[src/rtl/circuit2_resp_analyzer.sv]
// circuit2_resp_analyzer
// Compacts the circuit2 response stream into a serial-input signature register
// (SISR). In parallel it compares every sample against a per-pattern golden bit,
// counts mismatches and remembers the first failing pattern. Pass/fail is
// reported once N_PAT samples have been accepted.
//
// States
//   state  | meaning
//   IDLE   | after reset, waiting for start
//   RUN    | accepting z samples (z_valid=1), holding state otherwise
//   DONE   | N_PAT samples seen, results held until the next start
//
// Ports
//   clk        rising-edge clock
//   rst        synchronous active-high reset
//   start      begin a run (sampled in IDLE or DONE)
//   z_valid    z carries the response of the current pattern
//   z          circuit2 output for the current pattern
//   busy       high in RUN
//   done       high in DONE
//   pass       in DONE: signature matches GOLDEN_SIG and no mismatches
//   signature  current SISR contents
//   mism_count number of samples that differed from EXP_RESP
//   fail_seen  at least one mismatch this run
//   first_fail pattern index of the first mismatch
module circuit2_resp_analyzer #(
  parameter int                   N_PAT      = 8,
  parameter int                   CW         = $clog2(N_PAT),
  parameter int                   SIG_W      = 8,
  parameter logic [SIG_W-1:0]     POLY       = 8'h1D,
  parameter logic [SIG_W-1:0]     SEED       = 8'h00,
  parameter logic [N_PAT-1:0]     EXP_RESP   = 8'h00,
  parameter logic [SIG_W-1:0]     GOLDEN_SIG = 8'h00
) (
  input  logic             clk,
  input  logic             rst,
  input  logic             start,
  input  logic             z_valid,
  input  logic             z,
  output logic             busy,
  output logic             done,
  output logic             pass,
  output logic [SIG_W-1:0] signature,
  output logic [CW:0]      mism_count,
  output logic             fail_seen,
  output logic [CW-1:0]    first_fail
);

  typedef enum logic [1:0] {S_IDLE, S_RUN, S_DONE} state_t;

  localparam logic [CW-1:0] LAST_PAT = CW'(N_PAT - 1);

  state_t           state_q;
  logic [SIG_W-1:0] sig_q, sig_d;
  logic [CW:0]      mism_q, mism_d;
  logic [CW-1:0]    pat_q;
  logic [CW-1:0]    ff_q;
  logic             fs_q;
  logic             busy_q, done_q, pass_q;
  logic             miss;

  // Next values for an accepted sample; only committed when z_valid in RUN.
  always_comb begin
    miss   = z ^ EXP_RESP[pat_q];
    sig_d  = {sig_q[SIG_W-2:0], 1'b0}
           ^ (sig_q[SIG_W-1] ? POLY : '0)
           ^ {{(SIG_W-1){1'b0}}, z};
    mism_d = mism_q + {{CW{1'b0}}, miss};
  end

  always_ff @(posedge clk) begin
    if (rst) begin
      state_q <= S_IDLE;
      sig_q   <= '0;
      mism_q  <= '0;
      pat_q   <= '0;
      ff_q    <= '0;
      fs_q    <= 1'b0;
      busy_q  <= 1'b0;
      done_q  <= 1'b0;
      pass_q  <= 1'b0;
    end else begin
      case (state_q)
        S_IDLE, S_DONE: begin
          if (start) begin
            state_q <= S_RUN;
            sig_q   <= SEED;
            mism_q  <= '0;
            pat_q   <= '0;
            ff_q    <= '0;
            fs_q    <= 1'b0;
            busy_q  <= 1'b1;
            done_q  <= 1'b0;
            pass_q  <= 1'b0;
          end
        end
        S_RUN: begin
          if (z_valid) begin
            sig_q  <= sig_d;
            mism_q <= mism_d;
            if (miss && !fs_q) begin
              fs_q <= 1'b1;
              ff_q <= pat_q;
            end
            if (pat_q == LAST_PAT) begin
              state_q <= S_DONE;
              busy_q  <= 1'b0;
              done_q  <= 1'b1;
              // Judge on the post-update values so pass is valid with done.
              pass_q  <= (sig_d == GOLDEN_SIG) && (mism_d == '0);
            end else begin
              pat_q <= pat_q + 1'b1;
            end
          end
        end
        default: state_q <= S_IDLE;
      endcase
    end
  end

  assign busy       = busy_q;
  assign done       = done_q;
  assign pass       = pass_q;
  assign signature  = sig_q;
  assign mism_count = mism_q;
  assign fail_seen  = fs_q;
  assign first_fail = ff_q;

endmodule
[config.mk]
export PLATFORM = sky130hd
export DESIGN_NAME = circuit2_resp_analyzer
export DESIGN_NICKNAME = d
export VERILOG_FILES = /design/src/rtl/circuit2_resp_analyzer.sv
export SDC_FILE = /design/constraint.sdc
export NUM_CORES = 1
export LEC_CHECK = 0
export CAP_MARGIN = 20
export CORE_MARGIN = 4
export CORE_UTILIZATION = 51
export CTS_CLUSTER_SIZE = 8
export DETAILED_ROUTE_END_ITERATION = 10
export PLACE_DENSITY = 0.81
export SLEW_MARGIN = 20
export SYNTH_ARGS = -nofsm -noshare
export SYNTH_HDL_FRONTEND = slang
export SYNTH_SLANG_ARGS = --single-unit
[constraint.sdc]
create_clock -name clk -period 4.6 [get_ports clk]
set_input_delay 1.38 -clock clk [delete_from_list [all_inputs] [get_ports clk]]
set_output_delay 1.38 -clock clk [all_outputs]
set_load 0.005 [all_outputs]
==> results of run 1 <==
==> through the flow <==
stage                     power (W)  util, %  area, sq um
after floorplan           0.0002409        -         1039
after global placement    0.0002524    65.66         1275
after detailed placement  0.0002530    65.66         1275
after CTS                 0.0003617    67.53         1311
after global routing      0.0003742    67.53         1311
final                     0.0003593    67.53         1311
==> cells in the mapped netlist <==
cell,instances
buf_2,1
a21oi_1,6
and3b_1,1
o21ai_1,2
a22oi_1,16
xnor2_1,1
o2bb2ai_1,3
inv_1,3
a221oi_1,1
or3b_2,1
nor4_1,1
dfxtp_1,24
a21o_1,1
buf_6,1
nand3b_1,3
or4_1,2
nand2_2,1
nand2_1,3
nor2b_1,1
clkbuf_1,5
nand4_1,1
nand3_1,1
nor3_1,2
ha_1,4
nand2b_1,1
xor2_1,5
and2b_1,1
nor2_1,23
==> flip-flops by register name (all words and copies together), names as in the netlist <==
register and count:
signature 8, mism_count 4, first_fail 3, pat_q 3, state_q 2, busy 1
done 1, fail_seen 1, pass 1
==> worst max path at each step <==
| stage | from | to | slack, ps | cells after the start |
|---|---|---|---|---|
| 2_1_floorplan | z | pass$_SDFFE_PP0P_ | 1900 | 6 |
| 3_3_place_gp | z | pass$_SDFFE_PP0P_ | 1300 | 7 |
| 3_5_place_dp | z | pass$_SDFFE_PP0P_ | 1200 | 7 |
| 4_1_cts | z | pass$_SDFFE_PP0P_ | 1530 | 7 |
| 5_1_grt | z | pass$_SDFFE_PP0P_ | 1440 | 7 |
| 6_report | z | pass$_SDFFE_PP0P_ | 1520 | 7 |
==> critical path, cell delays in order <==
cell             delay [ps]
clkdlybuf4s50_1         520
ha_1                    280
ha_1                    290
nor4_1                  200
nand2_1                  70
or4_1                   460
o21ai_1                 130
==> where the power goes <==
part | switching [W] | internal (W)
Combinational | 0.0000210 | 0.0000141
Clock | 0.0000618 | 0.0000484
Sequential | 0.00000291 | 0.000211
==> cell families (layout without fill, tap and decap cells) <==
group                    count (synthesis)  after routing  share of synthesized area, %
AND/OR/NAND/NOR                         42             42                         19.88
buffers and inverters                   10             31                         4.457
AO/OA/AOI/OAI                           29             29                         19.52
XOR/XNOR                                 6              6                         5.060
flip-flops                              24             24                         46.26
adder cells (fa/ha/maj)                  4              4                         4.819
==> layer usage <==
layer	vias to the layer above	part of all wire (%)	GRT usage (%)
met5	-	0	0
met4	0	1.4	7.660
met3	5	3.9	3.662
met2	24	48	29.13
met1	445	47	24.70
li1	455	-	-
==> layout make-up <==
class / instances / area (sq um)
multi-input cells: 81 / 511.7
flip-flops and latches: 24 / 480.5
inverters: 3 / 11.26
well taps: 27 / 33.78
repair buffers: 24 / 237.7
clock buffers: 4 / 36.28
fillers: 165 / 630.6
==> cells in the final DEF, fill, tap and decap left out, drive strengths merged <==
| cell | count |
|---|---|
| nand3b | 3 |
| and2b | 1 |
| xnor2 | 1 |
| nand2 | 4 |
| nor2b | 1 |
| inv | 3 |
| o21ai | 2 |
| ha | 4 |
| a221oi | 1 |
| dfxtp | 24 |
| buf | 1 |
| nand2b | 1 |
| a21o | 1 |
| or3b | 1 |
| clkbuf | 4 |
| and3b | 1 |
| xor2 | 5 |
| nor4 | 1 |
| nor3 | 2 |
| or4 | 2 |
| clkdlybuf4s50 | 23 |
| nand3 | 1 |
| a22oi | 16 |
| o2bb2ai | 3 |
| a21oi | 6 |
| nand4 | 1 |
| nor2 | 23 |
==> results.md, run 1 <==
- Syn Area/Cell: roughly 9 sq um
- Post-route setup slack: about 1500 ps
- Clk root buf: clkbuf_4
- FF+latch count, synth: 24
- Max-capacitance violation count: 0
- R2r endpoint: pass$_SDFFE_PP0P_
- Congestion Overflow GR: 0
- Worst Path Required: between 4000 and 5000 ps
- Netlist cell types: 28
- Final Setup Violations: 0
- Critical Path Sink Type: flip-flop
- Antenna violations before repair: 0
- Max-slew violation count: 0
- Mapped Nets: approximately 120
- Post-synth top area share: between 40% and 50%
- Via Count: about 930
- CTS tree: done
- TritonCTS buffer count: 3
- Critical path arrival: roughly 3300 ps
- Fmax: 0.3247 GHz
- Vias in the first global route: around 900
- Area Growth Syn to Fin: 26.27%
- Hold Crit Class: flip-flop to flip-flop
- Clock skew: roughly 8 ps
- Antenna diode count: 0
- Die ar.: approximately 0.0028 sq mm
- WL/cell: about 14 um
- Cell taking the most area after synthesis: dfxtp_1
- Post-Route WL: about 2300 um
- Residual DRC: 0
- Status: completed
- Clock-pin slew on the worst setup and hold paths: about 130 ps
- Post-Synthesis Cell Area: 0.001038 sq mm
- Die outline width: 53.13 um
- Post-Synthesis Cells: around 120
- Hold Startpoint: done$_SDFFE_PP0P_
- WS Path Type: primary input to flip-flop
- Sink Count: 24
- Hold path endpoint: done$_SDFFE_PP0P_
- Initial DRC count: 19
- First-pass GRT wire length: ~3900 um
- Final min period: between 3000 and 4000 ps
- Setup bufs post-CTS: 0
- Cts hold-fix bufs: 0
- Final period utilization: ~67%
- Hold_ws: around 480 ps
- Worst setup SP type: primary input
- Post-DRT Antenna Nets: 0
- Hold depth: 2
- Setup TNS: 0 ps
- Area contributors post-synth: dfxtp_1 46%, a22oi_1 12%, nor2_1 8.3%
- DP Worst Slack: 1205 ps
- RSZ-0062 raised after global routing: false
- Placer Congestion: ~0.78
- PD cells: between 200 and 300 mW/mm^2
- I/O pins: 24
- Fin cells: between 150 and 200
- Tot GR Track Use: 18.58%
- IO buf count: 23
- Setup slack, reg-to-reg: between 2000 and 3000 ps
- Worst-path fanout max: 5
- Share of layout cells above drive strength 1: under 10%
- Final hold violation count: 0
- Seq/Total Area, Yosys: a little under half
- YS warnings: 0
- Layout Nets: ~150
- Maximum VDD drop: around 190 uV
- Reg2reg path depth: 4
- Tightest Pin Transition: 769.8 ps
- P_leak: between 0.5 and 0.6 nW
- Reg-to-Reg Start: state_q[0]$_SDFFE_PP0P_
- Die Y: 53.13 um
- Post-DP HPWL: approximately 1600 um
- Vias/cell: approximately 5.7
- Clk_lat worst skew: 310 ps
- Cell row count: 16
- Largest net degree at the start of global routing: 26
- H-tree lvl count: 1
- Initial core utilization: 53.48%
- Slew HR: 48.49%
- Drt pass-1 iters: 4
- Placed Cells: about 160
- Core area: slightly below 0.002 sq mm
- Post-cts sizing count: 0
- Max clock buf depth: 2
Power figures use the tool's default switching activity.
==> run 2: changes to the inputs <==
CORE_UTILIZATION = 43   (was 51)
PLACE_DENSITY = 0.73   (was 0.81)
clock period = 2.5 ns   (was 4.6 ns; I/O delays follow)
==> results.md, run 2 (synthesized netlist as in run 1, its figures left out) <==
- Status: completed (unchanged)
- Max FFs per register: 8 (unchanged)
- Critical path arrival: 2610 ps (was 3330 ps)
- First-pass GRT wire length: 4077 um (was 3864 um)
- Vias in the first global route: 893 (was 883)
- Post-route setup slack: 147.6 ps (was 1520 ps)
- Worst-path fanout max: 2 (was 5)
- Clock-pin slew on the worst setup and hold paths: 130 ps (about the same)
- Congestion Overflow GR: 0 (unchanged)
- Most common cell after layout, fill and taps aside: dfxtp_1 (unchanged)
- Cts hold-fix bufs: 0 (unchanged)
- Post-DRT Antenna Nets: 0 (unchanged)
- Core area: 0.002255 sq mm (was 0.001942 sq mm)
- Die outline width: 57.15 um (was 53.13 um)
- RSZ-0062 raised after global routing: false (unchanged)
- PD cells: 546.3 mW/mm^2 (was 274.0 mW/mm^2)
- IO buf count: 23 (unchanged)
- Max-capacitance violation count: 0 (unchanged)
- Clock skew: 1.185 ps (was 7.985 ps)
- Worst Path Required: 2760 ps (was 4850 ps)
- P_leak: 0.5402 nW (was 0.5131 nW)
- Critical Path Sink Type: flip-flop (unchanged)
- Final min period: around 2400 ps
- Largest net degree at the start of global routing: 25 (was 26)
- TritonCTS buffer count: 3 (unchanged)
- Clk_lat worst skew: 310 ps (about the same)
- Fmax: 0.4251 GHz
- H-tree lvl count: 1 (unchanged)
- Hold Crit Class: flip-flop to flip-flop (unchanged)
- Clk root buf: clkbuf_4 (unchanged)
- Commonest non-fill, non-tap cells in the layout: 24 x dfxtp_1, 23 x nor2_1, 23 x clkdlybuf4s50_1 (unchanged)
- Residual DRC: 0 (unchanged)
- Initial core utilization: 46.06% (was 53.48%)
- Tot GR Track Use: 15.59% (was 18.58%)
- Design Area, Final: 0.001359 sq mm (was 0.001311 sq mm)
- Worst setup SP type: primary input (unchanged)
- Maximum VDD drop: 539.8 uV (was 188.4 uV)
- Vias/cell: 5.518 (was 5.699)
- Cell row count: 17 (was 16)
- Antenna diode count: 0 (unchanged)
- Reg-to-Reg Start: mism_count[0]$_SDFFE_PP0P_ (was state_q[0]$_SDFFE_PP0P_)
- Placer Congestion: 0.7508 (was 0.7768)
- WL/cell: 14.30 um (was 14.08 um)
- WS Path Type: primary input to flip-flop (unchanged)
- Post-DP HPWL: 1766 um (was 1623 um)
- Area Growth Syn to Fin: 30.84% (was 26.27%)
- Share of layout cells above drive strength 1: 7.857% (was 5.147%)
- Layout Nets: 150 (was 146)
- Antenna violations before repair: 0 (unchanged)
- CTS tree: done (unchanged)
- Setup TNS: 0 ps (unchanged)
- Total power: 0.0007423 W (was 0.0003593 W)
- Drt pass-1 iters: 4 (unchanged)
- Max-slew violation count: 0 (unchanged)
- Final period utilization: a little over nine tenths
- Die Y: 57.15 um (was 53.13 um)
- I/O pins: 24 (unchanged)
- Worst setup startpoint: z (unchanged)
- Sink Count: 24 (unchanged)
- Via Count: 927 (was 929)
- Final Setup Violations: 0 (unchanged)
- Die ar.: 0.003266 sq mm (was 0.002822 sq mm)
- Post-Route WL: 2403 um (was 2295 um)
- Hold Startpoint: done$_SDFFE_PP0P_ (unchanged)
- Tightest Pin Transition: 302.9 ps (was 769.8 ps)
- Initial DRC count: 12 (was 19)
- DP Worst Slack: -173.3 ps (was 1205 ps)
- Slew HR: 79.78% (was 48.49%)
- Setup bufs post-CTS: 0 (unchanged)
- Final hold violation count: 0 (unchanged)
- Max clock buf depth: 2 (unchanged)
- Post-DP Area: 0.001306 sq mm (was 0.001275 sq mm)
- Post-cts sizing count: 0 (unchanged)
==> run 2: changes by cell type in the layout (fill, tap and decap cells not counted), sizes merged <==
cell,change
bufinv,+1
clkbuf,-1
buf,+4
==> run 2: final timing paths <==
check / cells after the start / endpoint / slack (ps)
hold / removal: 2 / done$_SDFFE_PP0P_ / 480
hold reg to reg: 2 / done$_SDFFE_PP0P_ / 480
setup reg to reg: 6 / pass$_SDFFE_PP0P_ / 720
setup / recovery: 7 / pass$_SDFFE_PP0P_ / 150
==> run 2: worst max-delay path, cell delays in order <==
cell and delay (ps):
clkdlybuf4s50_1 450, ha_1 230, ha_1 290, nor4_1 190
nand2_1 80, or4_1 480, o21ai_1 150
==> run 2: routing by layer <==
layer | global-route usage [%] | routed length, um | vias up
li1 | - | - | 460
met1 | 19.39 | 1098 | 437
met2 | 25.12 | 1134 | 25
met3 | 5.204 | 133 | 5
met4 | 5.629 | 37 | 0
met5 | 0 | 0 | -
==> run 2: stage by stage <==
| step | util, % | cells | hold slack, ps |
|---|---|---|---|
| 2_1_floorplan | - | 115 | 452.7 |
| 3_3_place_gp | 57.94 | 164 | 442.5 |
| 3_5_place_dp | 57.94 | 164 | 461.4 |
| 4_1_cts | 60.27 | 168 | 479.7 |
| 5_1_grt | 60.27 | 168 | 504.9 |
| 6_report | 60.27 | 168 | 475.4 |
==> run 2: final cells by class <==
cell class,instances,area (sq um)
clock inverter,1,30.03
fill,228,895.9
inverter,3,11.26
multi-input combinational,81,511.7
clock buffer,3,22.52
sequential,24,480.5
timing repair buffer,28,267.8
tap,28,35.03
==> run 2: power by group <==
part	total (W)	internal, W	switching, W	leakage (nW)
clock	0.000278	0.000162	0.000115	0.0279
combinational	0.0000705	0.0000311	0.0000393	0.318
sequential	0.000394	0.000388	0.00000582	0.194
